## src/rtl/mips_lsu_pkg.sv

```systemverilog
// Shared types and decode helpers for the memory-stage load/store unit.
package mips_lsu_pkg;

    typedef enum logic [3:0] {
        LW  = 4'd0,
        LB  = 4'd1,
        LBU = 4'd2,
        LH  = 4'd3,
        LHU = 4'd4,
        LWL = 4'd5,
        LWR = 4'd6,
        SW  = 4'd7,
        SB  = 4'd8,
        SH  = 4'd9
    } lsu_op_t;

    typedef enum logic [1:0] {
        IDLE   = 2'd0,
        ACCESS = 2'd1,
        DONE   = 2'd2
    } lsu_state_t;

    function automatic logic is_load(lsu_op_t op);
        return (op == LW) || (op == LB) || (op == LBU) || (op == LH) ||
               (op == LHU) || (op == LWL) || (op == LWR);
    endfunction

    function automatic logic is_store(lsu_op_t op);
        return (op == SW) || (op == SB) || (op == SH);
    endfunction

    // Word ops need a 4-byte boundary, half ops a 2-byte boundary; LWL/LWR never fault.
    function automatic logic is_misaligned(lsu_op_t op, logic [1:0] lo);
        case (op)
            LW, SW:       return lo != 2'b00;
            LH, LHU, SH:  return lo[0];
            default:      return 1'b0;
        endcase
    endfunction

endpackage

```

## src/rtl/load_store_unit_checker.sv

```systemverilog
// Protocol and bus-shape assertions for load_store_unit.
module load_store_unit_checker (
    input logic       clk,
    input logic       reset,
    input logic       req_valid,
    input logic       busy,
    input logic       bus_read,
    input logic       bus_write,
    input logic [1:0] bus_address_lo
);

    logic busy_q_r;

    // Upstream must keep the request presented for the cycle after any stall.
    always_ff @(posedge clk) begin
        if (reset) begin
            busy_q_r <= 1'b0;
        end else begin
            busy_q_r <= busy;
            if (busy_q_r) begin
                assert (req_valid) else $error("lsu: req_valid dropped while busy");
            end
            assert (!(bus_read && bus_write)) else $error("lsu: read and write strobes together");
            assert (bus_address_lo == 2'b00) else $error("lsu: bus address not word aligned");
        end
    end

endmodule

```

## src/rtl/lsu_load_align.sv

```systemverilog
// Formats a raw bus word into the architectural load result (lane select,
// sign/zero extension and the LWL/LWR partial-word merge with the old rt).
module lsu_load_align
    import mips_lsu_pkg::*;
(
    input  lsu_op_t     op,
    input  logic [1:0]  k,
    input  logic [31:0] readdata,
    input  logic [31:0] rt_old,
    output logic [31:0] result
);

    logic [7:0]  byte_s;
    logic [15:0] half_s;
    logic [31:0] lwl_word_s;
    logic [31:0] lwr_word_s;
    logic [31:0] lwl_mask_s;
    logic [31:0] lwr_mask_s;

    // Lane selection and merge masks, all indexed by the byte offset.
    always_comb begin
        byte_s     = 8'd0;
        lwl_mask_s = 32'h0000_0000;
        lwr_mask_s = 32'h0000_0000;
        case (k)
            2'd0: begin byte_s = readdata[7:0];   lwl_mask_s = 32'h00FF_FFFF; lwr_mask_s = 32'h0000_0000; end
            2'd1: begin byte_s = readdata[15:8];  lwl_mask_s = 32'h0000_FFFF; lwr_mask_s = 32'hFF00_0000; end
            2'd2: begin byte_s = readdata[23:16]; lwl_mask_s = 32'h0000_00FF; lwr_mask_s = 32'hFFFF_0000; end
            2'd3: begin byte_s = readdata[31:24]; lwl_mask_s = 32'h0000_0000; lwr_mask_s = 32'hFFFF_FF00; end
            default: begin byte_s = 8'd0; lwl_mask_s = 32'h0000_0000; lwr_mask_s = 32'h0000_0000; end
        endcase
        half_s     = k[1] ? readdata[31:16] : readdata[15:0];
        // ~k equals 3-k for a 2-bit offset.
        lwl_word_s = readdata << {~k, 3'b000};
        lwr_word_s = readdata >> {k, 3'b000};
    end

    // Result select by operation.
    always_comb begin
        result = readdata;
        case (op)
            LB:      result = {{24{byte_s[7]}}, byte_s};
            LBU:     result = {24'd0, byte_s};
            LH:      result = {{16{half_s[15]}}, half_s};
            LHU:     result = {16'd0, half_s};
            LWL:     result = lwl_word_s | (rt_old & lwl_mask_s);
            LWR:     result = lwr_word_s | (rt_old & lwr_mask_s);
            default: result = readdata;
        endcase
    end

endmodule

```

## src/rtl/load_store_unit.sv

```systemverilog
// Memory-stage load/store engine: accepts one request, runs it on a
// waitrequest bus with byte enables, and returns formatted load data.
module load_store_unit
    import mips_lsu_pkg::*;
#(
    parameter int MAX_WAIT           = 255,
    parameter int WAIT_COUNTER_WIDTH = 8
) (
    input  logic        clk,
    input  logic        reset,
    input  logic        req_valid,
    input  logic [3:0]  req_op,
    input  logic [31:0] req_address,
    input  logic [31:0] req_writedata,
    input  logic [31:0] req_rt_old,
    output logic        busy,
    output logic        resp_valid,
    output logic [31:0] resp_data,
    output logic        misaligned,
    output logic        bus_error,
    output logic [31:0] bus_address,
    output logic        bus_read,
    output logic        bus_write,
    output logic [3:0]  bus_byteenable,
    output logic [31:0] bus_writedata,
    input  logic        bus_waitrequest,
    input  logic [31:0] bus_readdata
);

    lsu_state_t                    state_r;
    lsu_op_t                       op_r;
    logic [1:0]                    addr_lo_r;
    logic [31:0]                   rt_old_r;
    logic [WAIT_COUNTER_WIDTH-1:0] wait_cnt_r;

    lsu_op_t                       req_op_s;
    logic                          req_misaligned_s;
    logic                          req_known_s;
    logic [3:0]                    be_s;
    logic [31:0]                   wdata_s;
    logic [31:0]                   align_data_s;
    logic [WAIT_COUNTER_WIDTH-1:0] wait_next_s;
    logic                          timeout_s;

    assign req_op_s = lsu_op_t'(req_op);

    // Request decode: fault detection, lane enables and store-data replication.
    always_comb begin
        req_misaligned_s = is_misaligned(req_op_s, req_address[1:0]);
        req_known_s      = is_load(req_op_s) || is_store(req_op_s);
        be_s             = 4'b1111;
        wdata_s          = 32'd0;
        case (req_op_s)
            SW: begin
                be_s    = 4'b1111;
                wdata_s = req_writedata;
            end
            SH: begin
                be_s    = req_address[1] ? 4'b1100 : 4'b0011;
                wdata_s = {2{req_writedata[15:0]}};
            end
            SB: begin
                be_s    = 4'b0001 << req_address[1:0];
                wdata_s = {4{req_writedata[7:0]}};
            end
            default: begin
                be_s    = 4'b1111;
                wdata_s = 32'd0;
            end
        endcase
    end

    // Stall the pipeline from the accept cycle until the response cycle.
    always_comb begin
        case (state_r)
            IDLE:    busy = req_valid;
            ACCESS:  busy = 1'b1;
            DONE:    busy = 1'b0;
            default: busy = 1'b0;
        endcase
    end

    // Timeout fires on the wait cycle that brings the counter to MAX_WAIT.
    always_comb begin
        wait_next_s = wait_cnt_r + WAIT_COUNTER_WIDTH'(1);
        timeout_s   = (wait_next_s == WAIT_COUNTER_WIDTH'(MAX_WAIT));
    end

    lsu_load_align u_load_align (
        .op       (op_r),
        .k        (addr_lo_r),
        .readdata (bus_readdata),
        .rt_old   (rt_old_r),
        .result   (align_data_s)
    );

    // Main FSM with registered bus and response outputs.
    always_ff @(posedge clk) begin
        if (reset) begin
            state_r        <= IDLE;
            op_r           <= LW;
            addr_lo_r      <= 2'b00;
            rt_old_r       <= 32'd0;
            wait_cnt_r     <= '0;
            resp_valid     <= 1'b0;
            resp_data      <= 32'd0;
            misaligned     <= 1'b0;
            bus_error      <= 1'b0;
            bus_read       <= 1'b0;
            bus_write      <= 1'b0;
            bus_byteenable <= 4'b0000;
            bus_address    <= 32'd0;
            bus_writedata  <= 32'd0;
        end else begin
            case (state_r)
                IDLE: begin
                    resp_valid <= 1'b0;
                    misaligned <= 1'b0;
                    bus_error  <= 1'b0;
                    if (req_valid) begin
                        op_r       <= req_op_s;
                        addr_lo_r  <= req_address[1:0];
                        rt_old_r   <= req_rt_old;
                        wait_cnt_r <= '0;
                        // Faulting or undecodable requests complete without touching the bus.
                        if (req_misaligned_s || !req_known_s) begin
                            state_r    <= DONE;
                            resp_valid <= 1'b1;
                            misaligned <= req_misaligned_s;
                            resp_data  <= 32'd0;
                        end else begin
                            state_r        <= ACCESS;
                            bus_address    <= {req_address[31:2], 2'b00};
                            bus_read       <= is_load(req_op_s);
                            bus_write      <= is_store(req_op_s);
                            bus_byteenable <= be_s;
                            bus_writedata  <= wdata_s;
                        end
                    end
                end
                ACCESS: begin
                    if (bus_waitrequest) begin
                        wait_cnt_r <= wait_next_s;
                        if (timeout_s) begin
                            state_r    <= DONE;
                            bus_read   <= 1'b0;
                            bus_write  <= 1'b0;
                            resp_valid <= 1'b1;
                            bus_error  <= 1'b1;
                            resp_data  <= 32'd0;
                        end
                    end else begin
                        state_r    <= DONE;
                        bus_read   <= 1'b0;
                        bus_write  <= 1'b0;
                        resp_valid <= 1'b1;
                        resp_data  <= is_load(op_r) ? align_data_s : 32'd0;
                    end
                end
                DONE: begin
                    state_r    <= IDLE;
                    resp_valid <= 1'b0;
                    misaligned <= 1'b0;
                    bus_error  <= 1'b0;
                end
                default: begin
                    state_r    <= IDLE;
                    resp_valid <= 1'b0;
                    misaligned <= 1'b0;
                    bus_error  <= 1'b0;
                    bus_read   <= 1'b0;
                    bus_write  <= 1'b0;
                end
            endcase
        end
    end

    load_store_unit_checker u_checker (
        .clk            (clk),
        .reset          (reset),
        .req_valid      (req_valid),
        .busy           (busy),
        .bus_read       (bus_read),
        .bus_write      (bus_write),
        .bus_address_lo (bus_address[1:0])
    );

endmodule

```

## config.mk

```make
export PLATFORM = sky130hd
export DESIGN_NAME = load_store_unit
export DESIGN_NICKNAME = d
export VERILOG_FILES = /design/src/rtl/mips_lsu_pkg.sv /design/src/rtl/load_store_unit_checker.sv /design/src/rtl/lsu_load_align.sv /design/src/rtl/load_store_unit.sv
export SDC_FILE = /design/constraint.sdc
export NUM_CORES = 1
export LEC_CHECK = 0
export CORE_MARGIN = 2
export CORE_UTILIZATION = 30
export CTS_CLUSTER_DIAMETER = 40
export DETAILED_ROUTE_END_ITERATION = 6
export MAX_ROUTING_LAYER = met4
export PLACE_DENSITY_LB_ADDON = 0.05
export SYNTH_ARGS = -nofsm -noshare
export SYNTH_HDL_FRONTEND = slang
export SYNTH_SLANG_ARGS = --single-unit
```

## constraint.sdc

```tcl
create_clock -name clk -period 2.6 [get_ports clk]
set_input_delay 0.52 -clock clk [delete_from_list [all_inputs] [get_ports clk]]
set_output_delay 0.52 -clock clk [all_outputs]
set_load 0.005 [all_outputs]
```

==> Word-level counts from Yosys, hierarchy flattened <==
Cells that the tools add are included.
{ "op_classes": {"addsub": 1, "eq_ne": 26, "n_shift": 3, "muxes": 40, "bitwise": 8, "reduce_logical": 33} }
{ "op_table": {"columns": ["operator", "count"], "rows": [
  ["$pmux 32 s4", 2],
  ["$pmux 32 s6", 1],
  ["$mux 32", 5],
  ["$pmux 32 s3", 1],
  ["$and 32x32->32", 2],
  ["$or 32x32->32", 2],
  ["$pmux 32 s2", 1],
  ["$pmux 8 s4", 1],
  ["$shl 32x5->32", 1],
  ["$shr 32x5->32", 1],
  ["$eq 4x3->1 const B", 7],
  ["$eq 4x2->1 const B", 4],
  ["$logic_or 1x1->1", 16],
  ["$mux 16", 1],
  ["$mux 8", 2],
  ["$pmux 8 s2", 1],
  ["$mux 1", 12],
  ["$add 8x1->8 const B", 1],
  ["$eq 4x1->1 const B", 2],
  ["$eq 4x4->1 const B", 2],
  ["$eq 8x8->1 const B", 1],
  ["$logic_not 4->1", 2],
  ["$mux 2", 4],
  ["$ne 2x2->1 const B", 4],
  ["other kinds (19)", 35]
]} }
{ "word_totals": {"ff_bits": 151, "input_bits": 136, "elab_cells": 125} }

==> Longest topological paths before layout <==
{ "depth": {"word_depth": 13, "mapped_depth": 10, "ltp_nobuf": 7} }

==> Hierarchy <==
A second synthesis with hierarchy kept.
{ "hier_totals": {"cells_unflattened": 1029, "hier_area_um2": 8418.1} }
{ "modules_own_cells": {"columns": ["module", "instances", "cells_per_inst", "area_each_um2"], "rows": [
  ["load_store_unit", 1, 800, 6438.7],
  ["lsu_load_align", 1, 229, 1979.4]
]} }

==> Least setup slack after synthesis <==
Ideal clock, no wire load.
{ "synth_path": {"kind": "in2reg", "start": "input port req_op[0]", "end": "register bus_address[22]", "setup_time_ns": 0.132, "t_arrival_ns": 1.755, "setup_slack_ns": 0.713, "stages": 10, "path_cell_list": "buf_6 -> nor4_1 -> o21ai_1 -> o211a_1 -> and2_1 -> buf_4 -> buf_6 -> buf_6 -> nand2_1 -> a21oi_1"} }
{ "synth_between": {"elab_chain_len": 12, "word_cells_on_any_way": 26, "cone_classes": "eq/ne (9); mux (1); bitwise (1); reduce/logical (15)"} }
{ "synth_rtl": {"columns": ["element", "line", "text"], "rows": [
  ["from (decl)", "load_store_unit.sv:12", "input logic [3:0] req_op,"],
  ["$eq 4x1->1 or $logic_not 4->1 (tied branches)", "mips_lsu_pkg.sv:24, mips_lsu_pkg.sv:34", null],
  ["$logic_or 1x1->1 (4 in a row)", "mips_lsu_pkg.sv:24", "return (op == LW) || (op == LB) || (op == LBU) || (op == LH) ||"],
  ["$logic_or 1x1->1 (2 in a row)", "mips_lsu_pkg.sv:25", "(op == LHU) || (op == LWL) || (op == LWR);"],
  ["$logic_or 1x1->1", "load_store_unit.sv:50", "req_known_s = is_load(req_op_s) || is_store(req_op_s);"],
  ["$logic_not 1->1", "load_store_unit.sv:126", "if (req_misaligned_s || !req_known_s) begin"],
  ["$logic_or 1x1->1 *", "load_store_unit.sv:126", null],
  ["$not 1->1 (no line) *", null, null],
  ["$reduce_and 3->1 (no line) *", null, null],
  ["to (signal assigned)", "load_store_unit.sv:133", "bus_address <= {req_address[31:2], 2'b00};"],
  ["to (decl)", "load_store_unit.sv:21", "output logic [31:0] bus_address,"]
]} }
Mark *: on every way between the ends. The rest lies on a longest branch, timed or not.
A chain may end at the register's enable or synchronous reset.

==> Worst setup path after layout <==
{ "layout_path": {"start": "input port req_valid", "end": "output port busy"} }
{ "layout_between": {"elab_chain_len": 1} }
{ "layout_rtl": {"columns": ["element", "line", "text"], "rows": [
  ["from (decl)", "load_store_unit.sv:11", "input logic req_valid,"],
  ["$pmux 1 s2", "load_store_unit.sv:75", "case (state_r)"],
  ["to (decl)", "load_store_unit.sv:16", "output logic busy,"]
]} }
Every way passes these cells.

==> results by group <==
Pwr
  – Sw Share: between 30% and 40%
  – P_leak: between 3 and 4 nW
  – Max VDD drop: about 0.00029 V
  – Pint: 4.37 mW
  – PwrDens: 559 nW/µm²
  – Reg power frac: 40.7%
  – Net switching power: ~1.9 mW
  – Combinational fraction of design power: between 20% and 30%
  – Power share of the clock group: approximately 38%

Worst setup path
  – Critical path peak fanout: 5
  – CP arrival: ~1800 ps
  – Reg2reg end: resp_data[1]
  – FF-to-FF Start: op_r[2]
  – FF-to-FF path depth: 6
  – Critical path endpoint category: output pin
  – Crit path required time: roughly 2100 ps
  – Startpoint Class: input pin
  – Critical path class: in2out
  – Reg2Reg Setup Slack: 320 ps

Clocking
  – Hold bufs inserted after CTS: 0
  – CTS root buf: clkbuf_16
  – CTS max path bufs: 2
  – Post-CTS Setup Repair Bufs: 0
  – CTS tree: done
  – CTS sink cnt: about 150
  – Post-cts sizing count: 0
  – Clock-pin slew of the registers on the worst-case setup and hold paths: about 70 ps
  – Worst-skew pair later-pin latency: about 430 ps
  – Cts bufs inserted: 17
  – H-Tree Depth: 4

Floorplan
  – Initial Util: around 30%
  – Rows: just under 60
  – Die X-Extent: between 150 and 200 µm
  – # IOs: between 200 and 250
  – Die area: between 20000 and 30000 µm²
  – Chip height: between 150 and 200 µm
  – CORE AREA: 25900 µm²

Finish
  – Fin area: roughly 11000 µm²
  – Final core utilization: a little over two fifths
  – Nets: 1358
  – Reg area: 3030 µm²
  – Fin cells: 1570
  – Fill count: ~2700
  – Layout area overhead: 42.3%
  – Multi-input logic area: about 4400 µm²
  – Share of cells above drive strength 1: a little under a tenth

Global routing
  – Global Route Usage Sum: around a fifth
  – First-pass GRT wire length: 44900 µm
  – Vias in the first global route: ~7800
  – Initial antenna violation count: 2
  – Largest net degree at the start of global routing: between 80 and 90
  – Gr ovfl total: 0

Routing
  – First-pass DRT Iterations: 5
  – Drt drc: 0
  – Vias per inst: around 5.1
  – Vias: around 8000
  – DR WL/cell: 18.1 µm
  – DRT antenna net count: 0
  – WL final: about 28000 µm
  – Initial DRC count: 495

STA
  – Slew margin rel.: between 50% and 60%
  – Hold Fails Final Rpt: 0
  – Final clock skew: 16.2 ps
  – Total negative setup slack: 0 ps
  – Max-slew violation count: 0
  – RSZ-0062 raised after global routing: false
  – Count of final setup violators: 0
  – Max Clk Rate: between 400 and 500 MHz
  – Crit share post-route: around nine tenths
  – Measured slew at the worst slew-check pin: about 670 ps
  – Post-layout min period: about 2400 ps
  – Min Hold Slack: about 450 ps

Yosys
  – Main synth FF type: dfxtp_1
  – Syn Area/Cell: approximately 8 µm²
  – Synth unique cells: roughly 60
  – FF+latch count, synth: 151
  – Synthesized area: 7870 µm²
  – FFs w/ async S/R, synth: 0%
  – Mapped Cells: 1000
  – Number of synthesized flops with an enable pin: 0
  – Ys Warns: 0
  – Post-synthesis sequential area ratio: between 30% and 40%

Worst hold path
  – Min-delay src: bus_writedata[2]
  – Worst Hold End: bus_writedata[2]
  – Worst Hold Class: reg2reg
  – Hold-critical path depth: 2

Run status
  – Status: finished, final reports clean

Flow run
  – Maxcap violations: 0

Placement
  – Placement-stage cell area: between 10000 and 15000 µm²
  – Placer Congestion: around 0.82
  – Dpl cells: approximately 1500
  – DP HPWL: approximately 20000 µm
  – I/O Buffers: ~240
==> critical path, stage by stage <==
cell             delay, ps
clkdlybuf4s50_1        530
nor2_1                  60
nor2_1                 140
clkdlybuf4s50_1        580
==> sequential cells by signal, summed over array words and instances (netlist names) <==
register and cells:
wait_cnt_r 8, op_r 4, rt_old_r 32, misaligned 1, bus_error 1, bus_byteenable 4
addr_lo_r 2, resp_valid 1, bus_writedata 32, bus_write 1, bus_read 1, bus_address 30
resp_data 32, state_r 2
==> power groups by stage <==
stage	registers [mW]	clock network [mW]	logic, mW
3_3_place_gp	2.60	0	1.38
3_5_place_dp	2.60	0	1.37
5_1_grt	2.56	2.53	1.50
4_1_cts	2.55	2.42	1.38
6_report	2.55	2.35	1.37
2_1_floorplan	2.56	0	0.736
==> cells in the mapped netlist, drive strengths merged (3+ instances only) <==
master,n,area [µm²]
a211oi,46,345
nor3,47,240
and2,4,26.3
o2bb2ai,31,284
o21ai,57,289
mux2i,63,631
nand3,16,95.1
nor2b,4,25.0
inv,6,22.5
mux2,12,135
a21oi,124,624
buf,46,340
a311oi,3,26.3
nand2,162,611
xnor2,4,35.0
o22ai,10,68.8
nand3b,3,26.3
clkbuf,41,154
nand2b,3,21.3
dfxtp,151,3020
and3,12,77.6
a221oi,8,70.1
nor4,8,56.3
nor2,116,440
==> per-layer routing <==
metal	global-route usage (%)	wire, µm	vias to the layer above
met2	32.6	13300	250
met4	6.09	528	0
met1	26.9	13000	3735
li1	-	-	3986
met5	-	0	-
met3	5.70	1690	28
==> logic make-up after synthesis <==
family / count (synthesis) / synth area share [%]
multiplexers: 75 / 9.73
adder cells (fa/ha/maj): 2 / 0.318
flip-flops: 151 / 38.4
AND/OR/NAND/NOR: 377 / 20.8
AO/OA/AOI/OAI: 295 / 23.5
other: 1 / 0.0476
buffers and inverters: 93 / 6.56
XOR/XNOR: 6 / 0.668
==> layout by cell type, fill, tap and decap left out, types with 13 or more instances in the layout <==
cell and n:
a211oi_1 46, a21oi_1 123, buf_4 42, clkbuf_16 17, clkdlybuf4s50_1 238, dfxtp_1 149, mux2i_1 63, nand2_1 161
nand3_1 13, nor2_1 114, nor3_1 45, o21ai_0 53, o2bb2ai_1 29
==> how the worst max path moves through the flow <==
stage / startpoint / to / slack (ps) / depth (start not counted)
after floorplan: req_op[0] / bus_address[22] / 710 / 10
after global placement: req_op[0] / resp_data[12] / 170 / 8
after detailed placement: req_op[0] / resp_data[15] / 90 / 8
after CTS: req_valid / busy / 250 / 4
after global routing: op_r[2] / resp_data[1] / 120 / 6
final: req_valid / busy / 240 / 4
==> final cells by class <==
cell class / count / share of cell area [%]
Sequential cell: 151 / 27.0
Tap cell: 335 / 3.74
Inverter: 6 / 0.201
Timing Repair Buffer: 287 / 25.3
Clock buffer: 20 / 3.99
Antenna cell: 2 / 0.0447
Clock inverter: 12 / 0.815
Multi-Input combinational cell: 757 / 38.8
==> per-stage QoR <==
| stage | setup slack (ps) | power (mW) |
|---|---|---|
| finish | 245 | 6.26 |
| global route | 122 | 6.60 |
| CTS | 248 | 6.35 |
| detailed placement | 89.9 | 3.97 |
| global placement | 171 | 3.98 |
| floorplan | 713 | 3.30 |
Note: power is estimated with default switching activity, not from simulation.
